==> src/rtl/mem_burst_master.sv <==
// Block load/store initiator for the word-addressed data memory.
// Sequences 1-16 word bursts with range checking and valid/ready data streams.
module mem_burst_master #(
  parameter int unsigned BASE_ADDR = 1024,
  parameter int unsigned DEPTH     = 65536
) (
  input  logic        clk,
  input  logic        rst,

  input  logic        req_valid,
  output logic        req_ready,
  input  logic        req_write,
  input  logic [31:0] req_addr,
  input  logic [3:0]  req_len,

  input  logic        wdata_valid,
  output logic        wdata_ready,
  input  logic [31:0] wdata,

  output logic        rdata_valid,
  input  logic        rdata_ready,
  output logic [31:0] rdata,
  output logic        rdata_last,

  output logic        done,
  output logic        err,

  output logic        memRead,
  output logic        memWrite,
  output logic [31:0] Address,
  output logic [31:0] writeData,
  input  logic [31:0] readData
);

  localparam logic [1:0] StIdle  = 2'd0;
  localparam logic [1:0] StRead  = 2'd1;
  localparam logic [1:0] StRdOut = 2'd2;
  localparam logic [1:0] StWrite = 2'd3;

  localparam logic [32:0] BaseAddr  = 33'(BASE_ADDR);
  localparam logic [32:0] LimitAddr = 33'(BASE_ADDR) + (33'(DEPTH - 1) << 2);

  logic [1:0]  state_q, state_d;
  logic [31:0] cur_addr_q, cur_addr_d;
  logic [3:0]  cnt_q, cnt_d;
  logic [31:0] rdata_q, rdata_d;
  logic        last_q, last_d;
  logic        done_q, done_d;
  logic        err_q, err_d;
  // Keeps req_ready low until the first edge after reset release.
  logic        alive_q, alive_d;

  logic [31:0] req_aligned;
  logic [32:0] req_end;
  logic        range_bad;

  assign req_aligned = req_addr & 32'hFFFF_FFFC;
  // 33-bit sum so a start near the top of the address space cannot wrap past the check.
  assign req_end     = {1'b0, req_aligned} + {27'd0, req_len, 2'b00};
  assign range_bad   = ({1'b0, req_aligned} < BaseAddr) || (req_end > LimitAddr);

  always_comb begin
    state_d    = state_q;
    cur_addr_d = cur_addr_q;
    cnt_d      = cnt_q;
    rdata_d    = rdata_q;
    last_d     = last_q;
    done_d     = 1'b0;
    err_d      = 1'b0;
    alive_d    = 1'b1;

    unique case (state_q)
      StIdle: begin
        if (req_valid && alive_q) begin
          if (range_bad) begin
            err_d = 1'b1;
          end else begin
            cur_addr_d = req_aligned;
            cnt_d      = req_len;
            state_d    = req_write ? StWrite : StRead;
          end
        end
      end
      StRead: begin
        rdata_d = readData;
        last_d  = (cnt_q == 4'd0);
        state_d = StRdOut;
      end
      StRdOut: begin
        if (rdata_ready) begin
          if (last_q) begin
            done_d  = 1'b1;
            state_d = StIdle;
          end else begin
            cur_addr_d = cur_addr_q + 32'd4;
            cnt_d      = cnt_q - 4'd1;
            state_d    = StRead;
          end
        end
      end
      StWrite: begin
        if (wdata_valid) begin
          if (cnt_q == 4'd0) begin
            done_d  = 1'b1;
            state_d = StIdle;
          end else begin
            cur_addr_d = cur_addr_q + 32'd4;
            cnt_d      = cnt_q - 4'd1;
          end
        end
      end
      default: begin
        state_d = StIdle;
      end
    endcase
  end

  always_ff @(posedge clk or negedge rst) begin
    if (!rst) begin
      state_q    <= StIdle;
      cur_addr_q <= 32'd0;
      cnt_q      <= 4'd0;
      rdata_q    <= 32'd0;
      last_q     <= 1'b0;
      done_q     <= 1'b0;
      err_q      <= 1'b0;
      alive_q    <= 1'b0;
    end else begin
      state_q    <= state_d;
      cur_addr_q <= cur_addr_d;
      cnt_q      <= cnt_d;
      rdata_q    <= rdata_d;
      last_q     <= last_d;
      done_q     <= done_d;
      err_q      <= err_d;
      alive_q    <= alive_d;
    end
  end

  // Strobes decode straight from state so an asynchronous reset drops them at once.
  always_comb begin
    req_ready   = alive_q && (state_q == StIdle);
    memRead     = (state_q == StRead);
    wdata_ready = (state_q == StWrite);
    memWrite    = (state_q == StWrite) && wdata_valid;
    writeData   = (state_q == StWrite) ? wdata : 32'd0;
    Address     = (state_q == StIdle) ? 32'd0 : cur_addr_q;
    rdata_valid = (state_q == StRdOut);
    rdata       = rdata_q;
    rdata_last  = last_q;
    done        = done_q;
    err         = err_q;
  end

endmodule

==> config.mk <==
export PLATFORM = sky130hd
export DESIGN_NAME = mem_burst_master
export DESIGN_NICKNAME = d
export VERILOG_FILES = /design/src/rtl/mem_burst_master.sv
export SDC_FILE = /design/constraint.sdc
export NUM_CORES = 1
export LEC_CHECK = 0
export BUFFER_PORTS_ARGS = -buffer_cell sky130_fd_sc_hd__clkbuf_2
export CAP_MARGIN = 40
export CORE_UTILIZATION = 30
export CTS_BUF_LIST = sky130_fd_sc_hd__clkbuf_4 sky130_fd_sc_hd__clkbuf_8 sky130_fd_sc_hd__clkbuf_16
export DETAILED_ROUTE_END_ITERATION = 7
export PLACE_DENSITY = 0.68
export SKIP_CTS_REPAIR_TIMING = 1
export SLEW_MARGIN = 20
export SYNTH_ARGS = -nofsm -noshare
export SYNTH_HDL_FRONTEND = slang
export SYNTH_SLANG_ARGS = --single-unit
==> constraint.sdc <==
create_clock -name clk -period 2.6 [get_ports clk]
set_input_delay 0.26 -clock clk [delete_from_list [all_inputs] [get_ports clk]]
set_output_delay 0.26 -clock clk [all_outputs]
set_load 0.02 [all_outputs]
==> results.py <==
metrics = {
    "clock_network": {
        "clock_path_buffers": 2,
        "clock_latency_ns": 0.33,
        "htreeDepth": 3,
        "clockRootBuffer": "clkbuf_16",
        "clkTransAtPathRegs_ns": 0.07,
        "numClockSinks": 72,
        "cts_made_buffers": 9,
        "cts_tree": "built",
    },
    "die": {
        "core_mm2": 0.0158,
        "rows": 46,
        "die_h_um": 129,
        "start_util_pct": 30.6,
        "pin_count": 210,
        "die_area_mm2": 0.0166,
        "die_w_um": 129,
    },
    "power": {
        "leakagePower_nw": 3.70,
        "ir_worst_vdd_mv": 0.379,
        "power_density_mw_per_mm2": 992,
        "p_total_mw": 7.39,
    },
    "sta": {
        "period_share_pct": 109,
        "holdWs_ns": 0.153,
        "skew_ns": 0.0120,
        "hold_viol": 0,
        "final-max-slew-violation-count": 0,
        "max_freq_ghz": 0.351,
        "layout_setup_ws_ns": -0.246,
        "worst_slew_pin_slew_ns": 0.602,
        "rsz0062_at_grt": "yes",
        "slew_headroom_pct": 59.9,
        "fin_crit_ns": 2.85,
        "finalSetupViolCount": 35,
    },
    "yosys": {
        "synth_area_mm2": 0.00484,
        "synth_top_area_share_pct": 37.2,
        "synth.area.top_cells": "dfrtp_1, mux2_2, and3_1",
        "yosysSeqAreaShare_pct": 37.2,
        "synth_ff_type": "dfrtp_1",
        "synth_top_area_cell": "dfrtp_1",
        "async_reset_ff_share_pct": 100,
        "yosys.cell_types.count": 67,
        "avgSynthCellArea_um2": 9.08,
        "ys_warn_count": 0,
        "syn_inst": 533,
        "synth_enable_flop_cells": 0,
        "ys_ff_latch": 72,
    },
    "worst_setup_path": {
        "cp-end-kind": "register",
        "cp.required_ns": 2.82,
        "critPathArrivalTime_ns": 3.07,
        "slowest_delay_ns": 0.48,
        "crit_fanout": 6,
        "path_cells": "buf_8 > ha_4 > inv_2 > fa_2 > nand3b_1 > a21oi_4 > o2111ai_2 > nand2_1 > or4b_4 > nor4_4 > a21o_2 > mux2_4 > a31o_1",
        "critPathSlowestCell": "or4b_4",
        "cp-start-kind": "input pin",
        "critical_path_class": "in -> reg",
        "path_buf_inv": 2,
        "path_depth": 13,
        "reg2regPathDepth": 10,
        "critical-path-top-delay-family": "simple AND/OR/NAND/NOR gates",
    },
    "final_layout": {
        "num_antenna_cells": 0,
        "drive_gt1_share_pct": 49.9,
        "area_growth_pct": 53.9,
        "final_cells": 1052,
        "final_nets": 944,
        "stdcell_area_mm2": 0.00745,
    },
    "drt": {
        "vias": 5357,
        "drcViolationCount": 0,
        "wl_per_cell_um": 15.2,
        "via_per_inst": 5.09,
        "dr.pass1.iters": 5,
        "ant_nets": 0,
        "wl_um": 15900,
        "drt_iter0_markers": 383,
    },
    "global_route": {
        "antenna_found_initial": 0,
        "grt_pass1_wl_um": 24100,
        "grt_pass1_vias": 4876,
        "grt_max_degree": 49,
        "gr-usage-all-layers_pct": 18.4,
        "grt-ovfl-total": 0,
    },
    "place": {
        "post_dp_cell_area_mm2": 0.00689,
        "port_buffers": 205,
        "gp_congestion": 0.968,
        "post-place-cells": 1032,
        "hpwlAfterDp_um": 12200,
    },
    "status": {
        "violations": "negative setup slack",
        "status": "finished, violations left",
    },
    "job": {
        "cap_violations": 0,
    },
    "hold_path": {
        "hold_path.class": "in -> reg",
        "whs_path_depth": 2,
    },
}
-- path summary, 6_finish.rpt --
| path | end | slack, ns | from |
|---|---|---|---|
| setup / recovery | cur_addr_q[22]$_DFFE_PN0P_ | -0.25 | req_len[0] |
| hold reg to reg | rdata[21]$_DFFE_PN0P_ | 0.50 | rdata[21]$_DFFE_PN0P_ |
| hold / removal | rdata[10]$_DFFE_PN0P_ | 0.15 | readData[10] |
| min in group asynchronous | rdata[10]$_DFFE_PN0P_ | 0.46 | rst |
| max in group asynchronous | state_q[1]$_DFFE_PN0P_ | 1.43 | rst |
| setup reg to reg | cur_addr_q[30]$_DFFE_PN0P_ | -0.15 | cur_addr_q[2]$_DFFE_PN0P_ |
-- flip-flops by register name (all words and copies together), names as in the netlist --
name,flops
err,1
done,1
rdata,32
state_q,2
alive_q,1
cur_addr_q,30
cnt_q,4
rdata_last,1
-- cell usage after synthesis (all sizes together), types with 3 or more instances --
| master | n |
|---|---|
| nor3 | 17 |
| o2bb2ai | 6 |
| and4 | 6 |
| o211ai | 3 |
| nor2 | 37 |
| a21o | 4 |
| a21oi | 13 |
| o221a | 14 |
| and2 | 11 |
| a311oi | 3 |
| nand4 | 18 |
| o21ai | 24 |
| and3 | 49 |
| buf | 13 |
| o31a | 5 |
| a211oi | 3 |
| nand2 | 38 |
| nor4 | 11 |
| clkbuf | 18 |
| mux2 | 34 |
| ha | 6 |
| nor2b | 29 |
| inv | 15 |
| or2 | 5 |
| or3 | 3 |
| dfrtp | 72 |
| mux2i | 14 |
| nand3 | 29 |
-- cells by family (layout without fill, tap and decap cells) --
family          Yosys count  count (layout)  share of synthesized area (%)
compound gates           97              97                           15.3
fa+ha+maj                 7               7                           1.97
buf+inv                  46             348                           3.98
flops                    72              72                           37.2
mux                      48              48                           10.8
other cells               2               3                          0.155
simple gates            261             261                           30.6
-- worst register-to-register path, stage by stage (launching register included) --
cell and delay, ns:
dfrtp_1 0.36, ha_2 0.21, and3_4 0.20, and3_4 0.21
or3b_2 0.47, nor3_2 0.21, and3_1 0.21, and3_1 0.20
nand3_2 0.12, and3_1 0.20, a211o_1 0.25
-- report_power, final --
part / leakage (nW) / switching [mW] / internal [mW]
Clock: 0.153 / 0.500 / 0.856
Combinational: 2.68 / 2.37 / 1.74
Sequential: 0.874 / 0.314 / 1.60
Total: 3.70 / 3.19 / 4.20
-- cell type report --
class | instances | area (µm²)
clock buffer | 10 | 233
clock inverter | 6 | 92.6
fill | 1485 | 8380
inverter | 15 | 56.3
multi-input combinational | 416 | 3040
sequential | 72 | 1800
tap | 216 | 270
timing repair buffer | 317 | 1960
-- cell usage in the layout (no fill, tap or decap), drive strengths merged, types with 11 or more instances in the layout --
cell type / instances
a21oi: 13
nand4: 18
nand2: 38
mux2i: 14
o221a: 14
nor2: 37
nand3: 29
inv: 16
nor3: 17
o21ai: 24
dfrtp: 72
and2: 11
clkbuf: 213
and3: 49
nor2b: 29
buf: 113
mux2: 34
nor4: 11
-- per-stage QoR --
step / setup TNS (ns) / utilization [%] / setup slack, ns
after detailed placement: -21.65 / 43.5 / -0.665
final: -5.12 / 47.1 / -0.246
after floorplan: -4.22 / - / -0.295
after global placement: -19.65 / 43.5 / -0.592
after CTS: -9.67 / 45.6 / -0.324
after global routing: -9.92 / 47.1 / -0.374
-- metal layers --
layer | share of wire (%) | GRT usage (%) | wire length [µm] | vias to the layer above
li1 | - | - | - | 2589
met1 | 43 | 23.8 | 6790 | 2531
met2 | 50 | 31.6 | 7930 | 216
met3 | 6.3 | 2.91 | 1000 | 21
met4 | 1.4 | 5.61 | 227 | 0
met5 | 0 | 0 | 0 | -
Power figures use the tool's default switching activity.
